File: config.mk
export PLATFORM = sky130hd
export DESIGN_NAME = ram_fifo_ctrl
export DESIGN_NICKNAME = d
export VERILOG_FILES = /design/src/rtl/ram_fifo_ctrl.sv
export SDC_FILE = /design/constraint.sdc
export NUM_CORES = 1
export LEC_CHECK = 0
export ABC_AREA = 1
export ABC_CLOCK_PERIOD_IN_PS = 8200
export BUFFER_PORTS_ARGS = -buffer_cell sky130_fd_sc_hd__buf_2
export CAP_MARGIN = 0
export CORE_ASPECT_RATIO = 0.75
export CORE_UTILIZATION = 50
export CTS_CLUSTER_DIAMETER = 80
export DETAILED_ROUTE_END_ITERATION = 6
export PLACE_DENSITY = 0.8
export SYNTH_ARGS = -nofsm -noshare
export SYNTH_HDL_FRONTEND = slang
export SYNTH_SLANG_ARGS = --single-unit
File: constraint.sdc
create_clock -name clk -period 8.2 [get_ports clk]
set_clock_uncertainty 0.15 [all_clocks]
set_input_delay 0.82 -clock clk [delete_from_list [all_inputs] [get_ports clk]]
set_output_delay 0.82 -clock clk [all_outputs]
set_load 0.02 [all_outputs]
File: src/rtl/ram_fifo_ctrl.sv
// FIFO controller around an external dual-port RAM (port A write, port B read,
// 1-cycle read latency) with a 2-entry output skid buffer for full throughput.
module ram_fifo_ctrl #(
  parameter int DATA_W = 32,
  parameter int ADDR_W = 10
) (
  input  logic              clk,
  input  logic              rst,
  input  logic              s_valid,
  output logic              s_ready,
  input  logic [DATA_W-1:0] s_data,
  output logic              m_valid,
  input  logic              m_ready,
  output logic [DATA_W-1:0] m_data,
  output logic              wena,
  output logic [ADDR_W-1:0] addra,
  output logic [DATA_W-1:0] dina,
  output logic              renb,
  output logic [ADDR_W-1:0] addrb,
  input  logic [DATA_W-1:0] doutb,
  input  logic              dvalb,
  output logic [ADDR_W:0]   count,
  output logic              full,
  output logic              empty
);

  localparam logic [ADDR_W:0] DEPTH = {1'b1, {ADDR_W{1'b0}}};

  logic [ADDR_W-1:0]           wr_ptr, rd_ptr;
  logic [ADDR_W:0]             ram_occ;
  logic                        in_flight;
  logic [1:0][DATA_W-1:0]      obuf;
  logic                        ohead;
  logic [1:0]                  ocnt;
  logic                        push, pop, rd_go, fill;
  logic [2:0]                  pending;

  assign full    = (count == DEPTH);
  assign empty   = (count == '0);
  assign s_ready = !full;
  assign push    = s_valid & s_ready;
  assign m_valid = (ocnt != 2'd0);
  assign pop     = m_valid & m_ready;
  assign m_data  = obuf[ohead];

  // Buffered words plus the one possibly in flight, after this cycle's pop;
  // a new read is only issued when its data is guaranteed a free slot.
  assign pending = 3'(ocnt) + 3'(in_flight) - 3'(pop);
  assign rd_go   = (ram_occ != '0) && (pending < 3'd2);

  // A dvalb not matched by an issued read (e.g. just after reset) is dropped.
  assign fill    = dvalb & in_flight;

  assign wena  = push;
  assign addra = wr_ptr;
  assign dina  = s_data;
  assign renb  = rd_go;
  assign addrb = rd_ptr;

  always_ff @(posedge clk or negedge rst) begin
    if (!rst) begin
      wr_ptr    <= '0;
      rd_ptr    <= '0;
      ram_occ   <= '0;
      in_flight <= 1'b0;
      count     <= '0;
    end else begin
      if (push)  wr_ptr <= wr_ptr + ADDR_W'(1);
      if (rd_go) rd_ptr <= rd_ptr + ADDR_W'(1);
      case ({push, rd_go})
        2'b10:   ram_occ <= ram_occ + (ADDR_W+1)'(1);
        2'b01:   ram_occ <= ram_occ - (ADDR_W+1)'(1);
        default: ram_occ <= ram_occ;
      endcase
      in_flight <= rd_go;
      case ({push, pop})
        2'b10:   count <= count + (ADDR_W+1)'(1);
        2'b01:   count <= count - (ADDR_W+1)'(1);
        default: count <= count;
      endcase
    end
  end

  // Output skid buffer; ocnt is at most 1 whenever fill is set, so the tail
  // slot is simply head xor ocnt[0].
  always_ff @(posedge clk or negedge rst) begin
    if (!rst) begin
      obuf  <= '0;
      ohead <= 1'b0;
      ocnt  <= 2'd0;
    end else begin
      if (fill) obuf[ohead ^ ocnt[0]] <= doutb;
      if (pop)  ohead <= ~ohead;
      ocnt <= ocnt + 2'(fill) - 2'(pop);
    end
  end

endmodule

Yosys cells after proc, flatten, opt, wreduce, memory -nomap -nowiden
Cells that the tools add are included.

operators by class
  add/sub/neg operators = 10
  $mul = 0
  divide/modulo/power cells = 0
  magnitude comparators = 4
  equal/unequal tests = 5
  shift operators = 0
  mux-type cells = 7
  bitwise logic cells = 5
  reductions and logical operators = 8

operator list
  kind                   count
  $mux 32                3
  $bwmux 64              1
  $pmux 11 s2            2
  $demux 32 s1           1
  $add 11x1->11 const B  2
  $sub 11x1->11 const B  2
  $add 10x1->10 const B  2
  $eq 11x11->1 const B   1
  $logic_not 11->1       1
  $reduce_bool 11->1     1
  $reduce_bool 2->1      3
  $eq 2x1->1 const B     2
  $eq 2x2->1 const B     2
  $lt 1x2->1 const B     2
  $add 2x1->3            1
  $and 1x1->1            3
  $lt 3x2->1 const B     1
  $sub 3x1->3            1
  $add 2x1->2            1
  $logic_and 1x1->1      2
  $sub 2x1->2            1
  $ge 1x1->1 const B     1
  $logic_not 1->1        1
  $not 1->1              1
  $xor 1x1->1            1

storage, ports and cells
  bits in registers = 110
  latch bits = 0
  memory bits (writable) = 0
  bits in read-only memories = 0
  input port bits = 69
  output and inout bits = 101
  logic and storage cells = 48
  memories kept = 0

Depth between registers and ports, before layout
Gate-level depths: netlist of the first run.

  depth after elaboration = 7
  mapped depth = 24

Worst setup path after synthesis of the first run
No wires, ideal clock.

  kind = input-to-reg
  from = input port m_ready
  to = register ram_occ[8]
  data arrival time = 3586 ps
  data required time = 7932 ps
  path slack = 4346 ps
  stages on the path = 19
  buffers on the path = 1
  path through = nand2_1 -> inv_1 -> nand2_1 -> o21ai_0 -> nand2_1 -> fa_1 -> o21ai_0 -> a21oi_1 -> o21ai_2 -> inv_2 -> buf_4 -> ha_1 -> ha_1 -> a21oi_1 -> nor2_1 -> nor2_1 -> nand3b_1 -> nand3_1 -> nand2_1

on the way
  word-level cells in the longest chain between the ends = 6

RTL lines
  item                                                     RTL line  text
  from (decl)                                              13        input logic m_ready,
  $and 1x1->1 *                                            43        assign pop = m_valid & m_ready;
  named net pop                                            35        logic push, pop, rd_go, fill;
  $sub 3x1->3 *                                            48        assign pending = 3'(ocnt) + 3'(in_flight) - 3'(pop);
  $lt 3x2->1 *                                             49        assign rd_go = (ram_occ != '0) && (pending < 3'd2);
  $logic_and 1x1->1 *                                      49
  named net renb                                           18        output logic renb,
  $eq 2x1->1 / $eq 2x2->1 (equally long branches)          70        case ({push, rd_go})
  $pmux 11 s2 / $reduce_bool 2->1 (equally long branches)  n/a
  to (signal assigned)                                     71        2'b10: ram_occ <= ram_occ + (ADDR_W+1)'(1);
  to (signal assigned)                                     72        2'b01: ram_occ <= ram_occ - (ADDR_W+1)'(1);
  to (signal assigned)                                     73        default: ram_occ <= ram_occ;
  to (decl)                                                30        logic [ADDR_W:0] ram_occ;

The timed path passes the listed nets; every way through them passes the cells marked *.
A chain may end at the register's enable or synchronous reset.

Worst setup path in the final report of the first run
  from = register ocnt[1]
  to = register ram_occ[8]

on the way
  word-level cells in the longest chain between the ends = 7

RTL lines
  item                                                     RTL line  text
  from (decl)                                              34        logic [1:0] ocnt;
  from (signal assigned)                                   94        ocnt <= ocnt + 2'(fill) - 2'(pop);
  $reduce_bool 2->1 *                                      42        assign m_valid = (ocnt != 2'd0);
  $and 1x1->1 *                                            43
  named net pop                                            35
  $sub 3x1->3 *                                            48
  $lt 3x2->1 *                                             49
  $logic_and 1x1->1 *                                      49
  $eq 2x1->1 / $eq 2x2->1 (equally long branches)          70
  $pmux 11 s2 / $reduce_bool 2->1 (equally long branches)  n/a

Marks and branches as above.

==> impl_metrics.csv, run 1 <==
group,metric,value,unit
drt,viasPerCell,4.93,
setup_path,crit_start,"ocnt[1]",
sta,slew_viol_final,0,
setup_path,crit_fanout,17,
global_routing,track_usage,0.213,
finish,post_layout_nonfiller_instances,1074,
global_routing,grt_max_degree,65,
place,placement.io_buffers,105,
drt,drt_iter0_drc,322,
setup_path,reg2reg_depth,18,
setup_path,required,8.29,ns
die,die_h,99.8,um
sta,max_freq,242,MHz
place,dp_hpwl,9420,um
die,dieArea,13200,sq um
setup_path,slowest_stage,"ha_1",
cts,clk_pin_slew_worst_paths,0.07,ns
sta,worst_pin_slew,1.07,ns
die,core_area,12300,sq um
sta,tns,0,ns
synth,synthTopCellsByArea,"dfrtp_1 (43%), nand2_1 (19%), inv_1 (5.2%)",
setup_path,cp_num_buf_inv,3,
cts,cts_tree,"built",
synth,syn_avg_cell_area,7.58,sq um
place,dp_cells,1058,
synth,syn-num-nets,937,
sta,setup_viol,0,
setup_path,cp_cell_sequence,"or2_2 -> nand2_1 -> inv_1 -> nand2_1 -> inv_1 -> fa_1 -> o21ai_0 -> a21oi_1 -> o21ai_2 -> inv_2 -> ha_1 -> ha_1 -> a21oi_1 -> nor2_1 -> nor2_1 -> nand3b_1 -> nand3_1 -> nand2_1",
setup_path,crit_path_end,"ram_occ[8]",
synth,ys_seq_elements,110,
power,leakage,3.94,nW
synth,ys_seq_area_frac,0.431,
run_status,status,"completed",
sta,min_period_over_period,0.503,
synth,ys_types,26,
setup_path,worst_setup_path_end_kind,"flop",
cts,ctsHoldBuffers,0,
finish,syn_to_final_growth,10.4,%
setup_path,reg2reg_from,"ocnt[1]",
setup_path,arrival,4.21,ns
power,vdd_drop_max,256,uV
synth,syn-cell-area,6380,sq um
finish,drive_gt1_frac,0.176,
synth,synth_top_area_share,0.431,
drt,wirelength,13400,um
job,drv_cap,0,
cts,cts_setup_buffers,0,
die,start_util,0.517,
setup_path,cpMostUsedCell,"nand2_1",
global_routing,grt_pass1_wl,22700,um
place,gp_congestion,0.886,
synth,ys.flop_type,"dfrtp_1",
finish,layout_common_cells,"nand2_1 (324), dfrtp_1 (110), buf_2 (104), inv_1 (89), nor2_1 (53)",
sta,timing.slew.headroom,0.281,
global_routing,grt_pass1_vias,4808,
drt,wl_per_cell,12.5,um
synth,synth_top_cell_by_area,"dfrtp_1",
setup_path,max_stage_delay,0.52,ns
drt,drc_errors,0,
setup_path,regToRegSetupSlack,4.07,ns
synth,syn_inst,842,
sta,hold_viol,0,
die,io_pins,170,
cts,clockBufferDepth,2,
finish,final_common_cell,"nand2_1",
drt,vias,5299,
setup_path,cp_top_family,"adder cells",
cts,h-tree-depth,3,
power,cellPowerDensity,434,nW/um^2
cts,cts-resized-gates,0,
setup_path,r2r-end,"ram_occ[8]",
worst_hold_path,hp-class,"primary input to asynchronous set/reset pin",
drt,firstDrtPassIters,6,
finish,num_antenna_cells,0,
synth,synth-edff-count,0,
die,rows,35,
die,die_w,132,um
cts,root_buffer,"clkbuf_16",
setup_path,cp.depth,18,
cts,cts.sinks,110,
synth,synth-async-reset-ratio,1.00,
global_routing,overflow,0,
sta,finalCriticalPeriod,4.13,ns
drt,ant_nets,0,
sta,grt_setup_unrepaired,"no",
synth,yosysWarnings,0,
finish,final_nets,998,
setup_path,worst_setup_path_start_kind,"flop",
setup_path,path_class,"flop to flop",
global_routing,antenna_found_initial,0,
cts,cts_buffers,9,
cts,clock_latency,0.34,ns
-- per-stage QoR --
stage / instance area (sq um) / power [W] / utilization / hold slack [ns] / worst slack, ns
2_1_floorplan: 6380 / 0.00222 / - / 0.303 / 4.35
3_3_place_gp: 6740 / 0.00257 / 0.546 / 0.313 / 3.99
3_5_place_dp: 6740 / 0.00262 / 0.546 / 0.318 / 3.86
4_1_cts: 7050 / 0.00308 / 0.571 / 0.336 / 4.09
5_1_grt: 7050 / 0.00335 / 0.571 / 0.354 / 3.71
6_report: 7050 / 0.00306 / 0.571 / 0.319 / 4.07
-- cells in the mapped netlist, types with 13 or more instances --
cell type  count
ha_1          23
inv_1         89
a21oi_1       13
dfrtp_1      110
o21ai_2       31
o21ai_0       52
nand3_1       32
buf_4         35
clkbuf_1      13
nand2_1      325
nor2_1        53
-- routing by layer --
metal,global-route usage,share of wire,vias to the layer above
met5,0,0,-
met4,0.0486,0.0092,0
met3,0.0429,0.059,12
met2,0.328,0.43,160
met1,0.310,0.50,2415
li1,-,-,2712
-- layout make-up --
class / instances / area, sq um
Timing Repair Buffer: 109 / 558
Fill cell: 1162 / 5300
Sequential cell: 110 / 2750
Multi-Input combinational cell: 582 / 2880
Tap cell: 166 / 208
Clock inverter: 7 / 83.8
Clock buffer: 9 / 225
Inverter: 91 / 342
-- registers in the layout (all words and copies together) (netlist names) --
register   cells
obuf          64
in_flight      1
addrb         10
addra         10
ocnt           2
ram_occ       11
ohead          1
count         11
-- worst min path at each step --
stage	start	end	slack [ns]	cells after the start
finish	rst	count[0]	0.32	1
CTS	obuf[63]	obuf[63]	0.34	2
global route	obuf[37]	obuf[37]	0.35	2
global placement	obuf[41]	obuf[41]	0.31	2
detailed placement	obuf[63]	obuf[63]	0.32	2
floorplan	obuf[0]	obuf[0]	0.30	2
-- report_power, final --
group | total [W] | internal (W) | switching, W
logic | 0.00165 | 0.000570 | 0.00108
clock network | 0.000441 | 0.000241 | 0.000201
registers | 0.000970 | 0.000789 | 0.000181
-- cells by family after synthesis --
family,synth area share
fa+ha+maj,0.0545
simple gates,0.265
buf+inv,0.118
flops,0.431
compound gates,0.101
xor+xnor,0.0302
Power figures use the tool's default switching activity.
==> run 2: changes to the inputs <==
Settings changed: ABC_CLOCK_PERIOD_IN_PS 8200 to 3400, CORE_UTILIZATION 50 to 48, PLACE_DENSITY 0.8 to 0.81.
Clock period 8.2 ns to 3.4 ns, I/O delays scaled along.
==> run 2 against run 1 <==
  * Worst setup slack worse by 3.9 ns
  * Count of clock-buffer cells in the layout increased by 1
  * Final area grew 3.9%
  * Register-to-register slack got worse by 3.9 ns
  * Utilization down 0.64 points
  * Clock power up 150%
  * First-iteration DRC count is 6.8% higher
  * Final cell count is 1.7% higher
  * Via count increased by 1.0%
==> impl_metrics.csv, run 2 (synthesized netlist as in run 1, its figures left out) <==
group,metric,value,unit
place,gp_congestion,0.890,
power,vdd_drop_max,481,uV
die,dieArea,13800,sq um
finish,syn_to_final_growth,14.7,%
die,core_area,13000,sq um
setup_path,path_class,"flop to flop",
cts,h-tree-depth,3,
sta,setup_slack,0.123,ns
place,placement.io_buffers,105,
place,pre_cts_slack,0.0400,ns
finish,top_register,"obuf",
worst_hold_path,whs_path_depth,3,
global_routing,grt_pass1_wl,22100,um
cts,clk_pin_slew_worst_paths,0.08,ns
global_routing,grt_max_degree,65,
setup_path,worst_setup_path_end_kind,"flop",
finish,num_antenna_cells,0,
finish,final_util,0.564,
sta,max_freq,305,MHz
finish,seqCellArea,2750,sq um
die,io_pins,170,
sta,min_period_over_period,0.964,
sta,hold_viol,0,
die,die_w,135,um
drt,drc_errors,0,
die,start_util,0.492,
finish,drive_gt1_frac,0.213,
die,die_h,102,um
finish,largest_reg_flops,64,
drt,wl_per_cell,12.4,um
finish,top_regs,"obuf (64), count (11), ram_occ (11)",
power,cellPowerDensity,1070,nW/um^2
global_routing,track_usage,0.200,
sta,hold_slack,0.0980,ns
setup_path,required,3.48,ns
finish,final_common_cell,"nand2_1",
sta,timing.slew.headroom,0.309,
drt,drt_iter0_drc,344,
setup_path,worst_setup_path_start_kind,"flop",
cts,root_buffer,"clkbuf_16",
drt,viasPerCell,4.90,
finish,final_nets,1011,
sta,tns,0,ns
finish,post_layout_nonfiller_instances,1092,
cts,clockBufferDepth,2,
drt,wirelength,13500,um
setup_path,arrival,3.36,ns
global_routing,antenna_found_initial,0,
sta,setup_viol,0,
cts,clock_latency,0.34,ns
cts,cts_buffers,9,
place,dp_hpwl,9360,um
place,dp_cells,1068,
drt,vias,5354,
cts,cts_tree,"built",
global_routing,overflow,0,
die,rows,36,
setup_path,reg2reg_depth,20,
global_routing,grt_pass1_vias,4766,
finish,fillers,1218,
cts,cts.sinks,110,
drt,firstDrtPassIters,5,
setup_path,crit_fanout,6,
sta,finalCriticalPeriod,3.28,ns
run_status,status,"completed",
sta,slew_viol_final,0,
power,leakage,4.03,nW
job,drv_cap,0,
drt,ant_nets,0,
finish,layout_common_cells,"nand2_1 (320), dfrtp_1 (110), buf_2 (104), inv_1 (87), nor2_1 (50)",
worst_hold_path,hp-class,"primary input to flop",
sta,worst_pin_slew,1.03,ns
finish,multi_input_area,3020,sq um
-- run 2: timing repair --
item                                    4_1_cts  5_1_grt
resized for setup                             0       33
hold buffers                                  1        0
setup buffers                                 0        7
hold endpoints to repair                     49        0
endpoints found under the setup margin        0        8
-- run 2: per-stage QoR --
step | instance area (sq um) | power, W
after floorplan | 6410 | 0.00540
after global placement | 6820 | 0.00628
final | 7320 | 0.00786
after CTS | 7140 | 0.00754
after global routing | 7320 | 0.00858
after detailed placement | 6820 | 0.00640
-- run 2: area by class of cell --
class                           count  area share
Inverter                           91      0.0467
Timing Repair Buffer              122      0.0926
Tap cell                          171      0.0292
Clock buffer                       10      0.0326
Multi-Input combinational cell    582       0.413
Clock inverter                      6      0.0104
Sequential cell                   110       0.376
-- run 2: final timing paths --
path | startpoint | endpoint | slack, ns
min in group asynchronous | rst | count[1] | 0.40
max | ocnt[0] | ram_occ[4] | 0.12
max in group asynchronous | rst | obuf[48] | 1.97
min reg2reg | obuf[38] | obuf[38] | 0.33
min | doutb[28] | obuf[60] | 0.1
max reg2reg | ocnt[0] | ram_occ[4] | 0.12
-- run 2: metal layers --
metal / track usage / part of all wire / up-vias
met3: 0.0486 / 0.056 / 14
met2: 0.319 / 0.46 / 152
met4: 0.0398 / 0.0098 / 0
met5: 0 / 0 / -
met1: 0.280 / 0.47 / 2440
li1: - / - / 2748
-- run 2: power breakdown --
part           internal, W  leakage, nW  switching (W)
sequential         0.00190         1.38       0.000443
combinational      0.00166         2.50        0.00275
clock             0.000605        0.156       0.000498
-- run 2: worst max-delay path, cell delays in order, from the launching register on --
cell	delay [ns]
dfrtp_1	0.38
or2_4	0.27
nand2_4	0.07
inv_2	0.05
nand2_1	0.06
o21ai_1	0.06
nand2_1	0.09
fa_1	0.42
o21ai_2	0.07
a21oi_2	0.04
o21ai_2	0.07
inv_2	0.07
ha_4	0.19
buf_8	0.15
fa_2	0.37
inv_1	0.08
nor2_1	0.05
nor2_2	0.13
buf_4	0.13
xor2_2	0.16
o21ai_1	0.08
==> run 3: changes to the inputs <==
Settings changed: CORE_UTILIZATION 48 to 42, PLACE_DENSITY 0.81 to 0.73.
==> run 3 against run 2 <==
  * Register-to-register slack lost 0.04 ns
  * Clock power is 13% lower
  * Worst hold slack better by 0.0061 ns
  * Final area fell by 0.34%
  * Wire length rose by 0.53%
  * Non-clock buffer count increased by 3
  * Count of clock-buffer cells in the layout unchanged
  * Critical path depth stayed put
  * Utilization is 6.6 points lower
  * Global-route usage down 1.9 points
==> impl_metrics.csv, run 3 (synthesized netlist as in run 1, its figures left out) <==
group,metric,value,unit
drt,wirelength,13600,um
job,drv_cap,0,
place,placed_cell_area,6870,sq um
power,power.clock.fraction,0.125,
worst_hold_path,hp-class,"primary input to flop",
setup_path,slowest_stage,"fa_1",
sta,worst_pin_slew,1.06,ns
sta,setup_viol,0,
drt,wl_per_cell,12.1,um
cts,h-tree-depth,3,
finish,final_common_cell,"nand2_1",
finish,syn_to_final_growth,14.3,%
cts,cts_buffers,9,
die,die_h,109,um
sta,max_freq,301,MHz
setup_path,regToRegSetupSlack,0.08,ns
finish,num_antenna_cells,0,
sta,hold_viol,0,
setup_path,cp_cell_sequence,"or2_4 -> nand2_4 -> inv_2 -> nand2_2 -> o21ai_0 -> nand2_1 -> fa_1 -> o21ai_1 -> a21oi_2 -> o21ai_2 -> inv_2 -> ha_4 -> buf_6 -> fa_2 -> inv_2 -> nor2_2 -> nor2_2 -> buf_4 -> xor2_1 -> o21ai_0",
global_routing,track_usage,0.182,
finish,top_register,"obuf",
die,start_util,0.436,
finish,post_layout_nonfiller_instances,1123,
setup_path,cp_num_buf_inv,5,
place,dp_hpwl,9380,um
die,core_area,14600,sq um
power,seq_power_share,0.304,
power,p_switching,0.00362,W
setup_path,worst_setup_path_end_kind,"flop",
setup_path,arrival,3.39,ns
cts,clock_latency,0.35,ns
finish,final_nets,1014,
setup_path,cpMostUsedCell,"inv_2",
setup_path,cp_top_family,"adder cells",
global_routing,grt_pass1_vias,4920,
setup_path,crit_fanout,7,
finish,layout_common_cells,"nand2_1 (320), dfrtp_1 (110), buf_2 (104), inv_1 (87)",
cts,cts_tree,"built",
cts,clk_pin_slew_worst_paths,0.07,ns
finish,top_regs,"obuf (64), count (11), ram_occ (11)",
drt,ant_nets,0,
global_routing,overflow,0,
setup_path,required,3.48,ns
sta,slew_viol_final,0,
global_routing,grt_max_degree,66,
setup_path,worst_setup_path_start_kind,"flop",
power,switching_share,0.472,
drt,viasPerCell,4.71,
place,pre_cts_slack,-0.0148,ns
die,dieArea,15700,sq um
power,leakage,4.01,nW
finish,fillers,1459,
finish,seqCellArea,2750,sq um
sta,setup_slack,0.0825,ns
sta,timing.slew.headroom,0.290,
global_routing,antenna_found_initial,0,
finish,drive_gt1_frac,0.208,
setup_path,path_class,"flop to flop",
die,rows,38,
finish,multi_input_area,2980,sq um
run_status,status,"completed",
drt,firstDrtPassIters,6,
sta,min_period_over_period,0.976,
setup_path,max_stage_delay,0.42,ns
place,placement.io_buffers,105,
power,p_int,0.00404,W
power,vdd_drop_max,391,uV
drt,drt_iter0_drc,363,
power,combinationalPowerShare,0.570,
place,dp_cells,1097,
drt,vias,5292,
die,io_pins,170,
global_routing,grt_pass1_wl,22800,um
cts,cts.sinks,110,
place,gp_congestion,0.937,
cts,root_buffer,"clkbuf_16",
sta,finalCriticalPeriod,3.32,ns
drt,drc_errors,0,
cts,clockBufferDepth,2,
power,cellPowerDensity,1050,nW/um^2
finish,fin_area,7300,sq um
finish,largest_reg_flops,64,
die,die_w,144,um
## run 3: cell types whose count changed in the layout (fill, tap and decap cells not counted), moves of 2 or more
cell | previous run | this run
clkinvlp_4 | 0 | 3
ha_1 | 16 | 19
a21oi_2 | 2 | 4
buf_4 | 15 | 17
clkinv_4 | 2 | 0
ha_2 | 2 | 0
## run 3: worst reg2reg max path: stages (launching register included)
cell and delay [ns]:
dfrtp_1 0.38, or2_4 0.26, nand2_4 0.07, inv_2 0.05, nand2_2 0.06, o21ai_0 0.07
nand2_1 0.09, fa_1 0.42, o21ai_1 0.11, a21oi_2 0.05, o21ai_2 0.07, inv_2 0.07
ha_4 0.19, buf_6 0.14, fa_2 0.37, inv_2 0.07, nor2_2 0.04, nor2_2 0.10
buf_4 0.13, xor2_1 0.21, o21ai_0 0.10
## run 3: power groups by stage
stage	sequential (W)	combinational (W)	clock [W]
2_1_floorplan	0.00242	0.00298	0
3_3_place_gp	0.00233	0.00402	0
3_5_place_dp	0.00234	0.00409	0
4_1_cts	0.00232	0.00416	0.000996
5_1_grt	0.00241	0.00496	0.00104
6_report	0.00233	0.00437	0.000958
## run 3: metrics by stage
| stage | setup TNS (ns) | util | power (W) | hold WS (ns) |
|---|---|---|---|---|
| floorplan | 0 | - | 0.00540 | -0.106 |
| global placement | 0 | 0.469 | 0.00635 | 0.246 |
| detailed placement | -0.0288 | 0.469 | 0.00643 | 0.251 |
| CTS | 0 | 0.490 | 0.00748 | 0.0906 |
| global route | -0.0489 | 0.498 | 0.00842 | 0.0998 |
| finish | 0 | 0.498 | 0.00766 | 0.104 |
## run 3: cell type report
cell class | count | area share
inverters | 91 | 0.0468
clock inverters | 5 | 0.00497
well taps | 200 | 0.0343
repair buffers | 125 | 0.0972
multi-input cells | 582 | 0.408
clock buffers | 10 | 0.0314
flip-flops and latches | 110 | 0.377
## run 3: what timing repair did
action / CTS / global route
endpoints found under the hold margin: 45 / 0
hold buffers: 1 / 0
gates cloned: 0 / 0
gates resized for setup: 2 / 20
pin swaps: 2 / 10
setup endpoints to repair: 3 / 8
setup buffers: 4 / 6
## run 3: path summary, 6_finish.rpt
kind	from	end	cells after the start
max	ocnt[0]	ram_occ[4]	20
min	doutb[26]	obuf[58]	3
max reg2reg	ocnt[0]	ram_occ[4]	20
min reg2reg	obuf[45]	obuf[45]	2
max in group asynchronous	rst	obuf[30]	3
min in group asynchronous	rst	count[2]	2
## run 3: layer usage
layer	GRT usage	routed length [um]	up-vias	part of all wire
li1	-	-	2745	-
met1	0.252	6960	2423	0.51
met2	0.287	5970	118	0.44
met3	0.0400	590	6	0.043
met4	0.0459	74	0	0.0054
met5	0	0	-	0
